File: src/rtl/dfd_cla_pkg.sv
// Shared types and sizing for the CLA destination action queue.
// Holds the action record, derived widths and the saturating increment helper.
package dfd_cla_pkg;

   localparam int WIDTH  = 8;
   localparam int LEVELS = 4;
   localparam int DEPTH  = 4;
   localparam int RPT_W  = 4;
   localparam int DROP_W = 8;

   localparam int LVL_W = (LEVELS > 1) ? $clog2(LEVELS) : 1;
   localparam int CNT_W = $clog2(DEPTH) + 1;
   localparam int PTR_W = $clog2(DEPTH);

   typedef struct packed {
      logic [WIDTH-1:0] data;
      logic [LVL_W-1:0] level;
      logic [RPT_W-1:0] rpt;
   } dst_action_t;

   localparam int ACT_W = $bits(dst_action_t);

   function automatic logic [DROP_W-1:0] sat_inc(input logic [DROP_W-1:0] value);
      return (&value) ? value : value + DROP_W'(1);
   endfunction

endpackage

File: src/rtl/dfd_dst_action_fifo_mem.sv
// DEPTH-entry action storage: one write port, async head read and, with
// DFD_DST_ACTION_QUEUE_COALESCE_EN, a tail read plus tail repeat-count update port.
module dfd_dst_action_fifo_mem
   import dfd_cla_pkg::*;
(
   input  logic             clk,
   input  logic             i_wr_en,
   input  logic [PTR_W-1:0] i_wr_ptr,
   input  logic [ACT_W-1:0] i_wr_data,
`ifdef DFD_DST_ACTION_QUEUE_COALESCE_EN
   input  logic             i_rpt_en,
   input  logic [PTR_W-1:0] i_rpt_ptr,
   input  logic [RPT_W-1:0] i_rpt_val,
   output logic [ACT_W-1:0] o_tail_data,
`endif
   input  logic [PTR_W-1:0] i_rd_ptr,
   output logic [ACT_W-1:0] o_rd_data
);

   dst_action_t r_mem [DEPTH];

   // NOTE: storage carries no reset; the top gates every output with the
   // occupancy count, so stale entries are never observable and the array
   // stays a plain register file without a reset tree.
   always_ff @(posedge clk) begin
      if (i_wr_en)
         r_mem[i_wr_ptr] <= dst_action_t'(i_wr_data);
`ifdef DFD_DST_ACTION_QUEUE_COALESCE_EN
      if (i_rpt_en)
         r_mem[i_rpt_ptr].rpt <= i_rpt_val;
`endif
   end

   assign o_rd_data = r_mem[i_rd_ptr];

`ifdef DFD_DST_ACTION_QUEUE_COALESCE_EN
   assign o_tail_data = r_mem[i_rpt_ptr];
`endif

endmodule

File: src/rtl/dfd_dst_action_queue.sv
// In-order queue between the destination priority mux and its consumer, with
// sticky overflow and saturating drop count. Optional DFD_DST_ACTION_QUEUE_COALESCE_EN.
module dfd_dst_action_queue
   import dfd_cla_pkg::*;
(
   input  logic              clk,
   input  logic              reset_n,
   input  logic              queue_en,
   input  logic              clear,
   input  logic              in_valid,
   input  logic [WIDTH-1:0]  in_data,
   input  logic [LVL_W-1:0]  in_level,
   output logic              out_valid,
   input  logic              out_ready,
   output logic [WIDTH-1:0]  out_data,
   output logic [LVL_W-1:0]  out_level,
   output logic [RPT_W-1:0]  out_rpt,
   output logic [CNT_W-1:0]  count,
   output logic              overflow,
   output logic [DROP_W-1:0] drop_cnt
);

   logic [PTR_W-1:0]  r_wr_ptr;
   logic [PTR_W-1:0]  r_rd_ptr;
   logic [CNT_W-1:0]  r_count;
   logic              r_overflow;
   logic [DROP_W-1:0] r_drop_cnt;

   logic              w_full;
   logic              w_empty;
   logic              w_req;
   logic              w_pop;
   logic              w_push;
   logic              w_drop;
   logic              w_coalesce;
   logic [ACT_W-1:0]  w_head_bits;
   dst_action_t       w_head;
   dst_action_t       w_wr_data;

   assign w_full  = (r_count == CNT_W'(DEPTH));
   assign w_empty = (r_count == '0);
   assign w_req   = in_valid & queue_en & ~clear;
   assign w_pop   = ~w_empty & out_ready;

   assign w_wr_data = '{data: in_data, level: in_level, rpt: '0};

`ifdef DFD_DST_ACTION_QUEUE_COALESCE_EN
   logic [PTR_W-1:0] w_tail_ptr;
   logic [ACT_W-1:0] w_tail_bits;
   dst_action_t      w_tail;
   logic [RPT_W-1:0] w_rpt_next;

   assign w_tail_ptr = r_wr_ptr - PTR_W'(1);
   assign w_tail     = dst_action_t'(w_tail_bits);
   assign w_rpt_next = (&w_tail.rpt) ? w_tail.rpt : w_tail.rpt + RPT_W'(1);

   // A single entry being popped is both head and tail; it must not absorb the new action.
   assign w_coalesce = w_req & ~w_empty
                     & ~(w_pop & (r_count == CNT_W'(1)))
                     & (w_tail.data == in_data)
                     & (w_tail.level == in_level);
`else
   assign w_coalesce = 1'b0;
`endif

   assign w_push = w_req & ~w_coalesce & (~w_full | w_pop);
   assign w_drop = w_req & ~w_coalesce & w_full & ~w_pop;

   dfd_dst_action_fifo_mem u_mem (
      .clk         (clk),
      .i_wr_en     (w_push),
      .i_wr_ptr    (r_wr_ptr),
      .i_wr_data   (w_wr_data),
`ifdef DFD_DST_ACTION_QUEUE_COALESCE_EN
      .i_rpt_en    (w_coalesce),
      .i_rpt_ptr   (w_tail_ptr),
      .i_rpt_val   (w_rpt_next),
      .o_tail_data (w_tail_bits),
`endif
      .i_rd_ptr    (r_rd_ptr),
      .o_rd_data   (w_head_bits)
   );

   // NOTE: sequential state uses non-blocking assignments so every register
   // samples pre-edge values regardless of statement order.
   always_ff @(posedge clk or negedge reset_n) begin
      if (!reset_n) begin
         r_wr_ptr   <= '0;
         r_rd_ptr   <= '0;
         r_count    <= '0;
         r_overflow <= 1'b0;
         r_drop_cnt <= '0;
      end else if (clear) begin
         r_wr_ptr   <= '0;
         r_rd_ptr   <= '0;
         r_count    <= '0;
         r_overflow <= 1'b0;
         r_drop_cnt <= '0;
      end else begin
         if (w_push)
            r_wr_ptr <= r_wr_ptr + PTR_W'(1);
         if (w_pop)
            r_rd_ptr <= r_rd_ptr + PTR_W'(1);
         case ({w_push, w_pop})
            2'b10:   r_count <= r_count + CNT_W'(1);
            2'b01:   r_count <= r_count - CNT_W'(1);
            default: r_count <= r_count;
         endcase
         if (w_drop) begin
            r_overflow <= 1'b1;
            r_drop_cnt <= sat_inc(r_drop_cnt);
         end
      end
   end

   assign w_head    = dst_action_t'(w_head_bits);
   assign out_valid = ~w_empty;
   assign out_data  = w_empty ? '0 : w_head.data;
   assign out_level = w_empty ? '0 : w_head.level;

`ifdef DFD_DST_ACTION_QUEUE_COALESCE_EN
   assign out_rpt   = w_empty ? '0 : w_head.rpt;
`else
   logic [RPT_W-1:0] w_unused_rpt;
   assign w_unused_rpt = w_head.rpt;
   assign out_rpt      = '0;
`endif

   assign count    = r_count;
   assign overflow = r_overflow;
   assign drop_cnt = r_drop_cnt;

endmodule

File: config.mk
export PLATFORM = sky130hd
export DESIGN_NAME = dfd_dst_action_queue
export DESIGN_NICKNAME = d
export VERILOG_FILES = /design/src/rtl/dfd_cla_pkg.sv /design/src/rtl/dfd_dst_action_fifo_mem.sv /design/src/rtl/dfd_dst_action_queue.sv
export SDC_FILE = /design/constraint.sdc
export NUM_CORES = 1
export LEC_CHECK = 0
export ABC_AREA = 0
export CELL_PAD_IN_SITES_DETAIL_PLACEMENT = 0
export CELL_PAD_IN_SITES_GLOBAL_PLACEMENT = 1
export CORE_MARGIN = 1.5
export CORE_UTILIZATION = 40
export CTS_BUF_LIST = sky130_fd_sc_hd__clkbuf_2 sky130_fd_sc_hd__clkbuf_4 sky130_fd_sc_hd__clkbuf_8
export CTS_CLUSTER_SIZE = 16
export DETAILED_ROUTE_END_ITERATION = 6
export GPL_ROUTABILITY_DRIVEN = 0
export PLACE_DENSITY_LB_ADDON = 0.1
export SLEW_MARGIN = 10
export SYNTH_ARGS = -nofsm -noshare
export SYNTH_HDL_FRONTEND = slang
export SYNTH_HIERARCHICAL = 1
export SYNTH_SLANG_ARGS = --single-unit
File: constraint.sdc
create_clock -name clk -period 2.8 [get_ports clk]
set_input_delay 0.28 -clock clk [delete_from_list [all_inputs] [get_ports clk]]
set_output_delay 0.28 -clock clk [all_outputs]
set_load 0.01 [all_outputs]
==> impl_results.md <==
* Final Hold Vio Count at 0
* Vias/cell at 5.354
* WL/cell at 16.26 um
* Leakage Power at 0.001109 uW
* Status: completed
* CTS resizes at 0
* Number of antenna violations at the first check in global routing at 0
* Final setup vio count at 0
* MaxCap Viol Count at 0
* Tot GR Track Use at 14.11%
* Placed Area at 3007 um2
* Ratio of cells with drive above 1 in the final layout at 13.89%
* Commonest non-fill, non-tap cell in the layout: edfxtp_1
* Synth Area per Inst at 14.73 um2
* Core ar. at 6061 um2
* Die Area at 6898 um2
* Area Overhead vs Synth at 20.64%
* Clk_skew at 0.007102 ns
* Vias after detailed routing at 1558
* Gr ovfl total at 0
* Synthesized area at 2564 um2
* Die Y-Extent at 83.06 um
* Max H-tree Level at 2
* Die width at 83.06 um
* Crit share post-route at 86.23%
* Syn. warnings at 6
* DP HPWL at 3.386 mm
* Hold crit path type: in2async
* Crit end category: primary output
* Min Tclk post-route at 2.414 ns
* # DRC at 0
* Hold_buf cts at 0
* Pwr Density at 483.7 nW/um2
* Worst path arrival time at 2.13 ns
* Startpoint Class: register
* Most frequent cells in the layout: 40 x edfxtp_1, 38 x clkdlybuf4s50_1, 16 x dfrtp_1, 15 x nor2_1, 10 x and2_1
* Number of global-route vias before repair at 1495
* Num CTS Buffers at 5
* Final instance area at 3093 um2
* Nets at 233
* Root Driver: clkbuf_8
* CTS clk-pin slew, worst paths at 0.10 ns
* Pins Over Slew Limit at 0
* Worst rel slew slack at 48.77%
* Fmax at 414.2 MHz
* Std-Cell Rows at 28
* RSZ-0062 raised after global routing: false
* Worst slew pin tran at 0.7661 ns
* Core Util, Final at 51.03%
* Maximum VDD drop at 0.0002411 V
* TritonCTS clock tree: done
* First-pass GRT wire length at 7.610 mm
* Setup Buffers After CTS at 0
* Largest net degree at the start of global routing at 18
* Iter 0 DRT Violations at 35
* Post-route ant nets at 0
* Clock Latency Late Sink at 0.30 ns
* Crit-path max FO at 10
* Starting Density at 42.30%
* Detailed Routing Iterations Pass 1 at 4
* Total Routed Length at 4.732 mm
* Critical path class: reg2out
* CTS Buffer Depth at 2
* TNS Setup at 0 ns
* R2r worst-path depth at 7
* IO Port Bufs at 38
* Antenna cells at 0
* Worst EP required at 2.52 ns
* Post-synthesis cell count at 174
* Ports at 43
* Sink Count at 56
-- flip-flops by register name, summed over array words and instances, names as in the netlist --
signal / cells
count: 3
r_rd_ptr: 2
r_wr_ptr: 2
drop_cnt: 8
overflow: 1
u_mem/r_mem: 40
-- power breakdown --
group | switching (uW) | internal, uW
logic | 71.3 | 85.0
registers | 12.4 | 902
clock network | 250 | 175
-- routing by layer --
| metal | part of all wire [%] | track usage, % |
|---|---|---|
| met3 | 3.0 | 3.280 |
| met4 | 0.66 | 3.636 |
| met2 | 53 | 24.54 |
| met5 | 0 | 0 |
| met1 | 43 | 17.76 |
-- through the flow --
| stage | power [uW] | worst slack, ns | hold WS, ns | std cells |
|---|---|---|---|---|
| 4_1_cts | 1519 | 0.3305 | 0.4489 | 291 |
| 5_1_grt | 1567 | 0.2303 | 0.4630 | 291 |
| 3_3_place_gp | 1088 | 0.5026 | 0.5195 | 283 |
| 6_report | 1496 | 0.3856 | 0.4218 | 291 |
| 3_5_place_dp | 1092 | 0.4169 | 0.5320 | 283 |
| 2_1_floorplan | 1019 | 0.5162 | -0.01559 | 177 |
-- critical path, cell delays in order (launching register included) --
cell and delay [ns]:
dfrtp_1 0.41, buf_4 0.26, mux4_1 0.56, and2_1 0.15, clkdlybuf4s50_1 0.47
-- path summary, 6_finish.rpt --
path	from	slack, ns	endpoint
max reg2reg	count[0]	0.45	count[2]
min in group clk	r_wr_ptr[1]	0.55	r_wr_ptr[1]
max	r_rd_ptr[0]	0.39	out_data[7]
min reg2reg	r_wr_ptr[1]	0.55	r_wr_ptr[1]
max in group asynchronous	reset_n	1.90	drop_cnt[6]
min	reset_n	0.42	drop_cnt[1]
-- area by class of cell --
type | instances | area (um2)
clock inverter | 3 | 17.52
fill | 539 | 2968
sequential | 56 | 1602
clock buffer | 5 | 68.82
multi-input combinational | 105 | 867.1
timing repair buffer | 46 | 440.4
tap | 75 | 93.84
inverter | 1 | 3.754
Note: power is estimated with default switching activity, not from simulation.
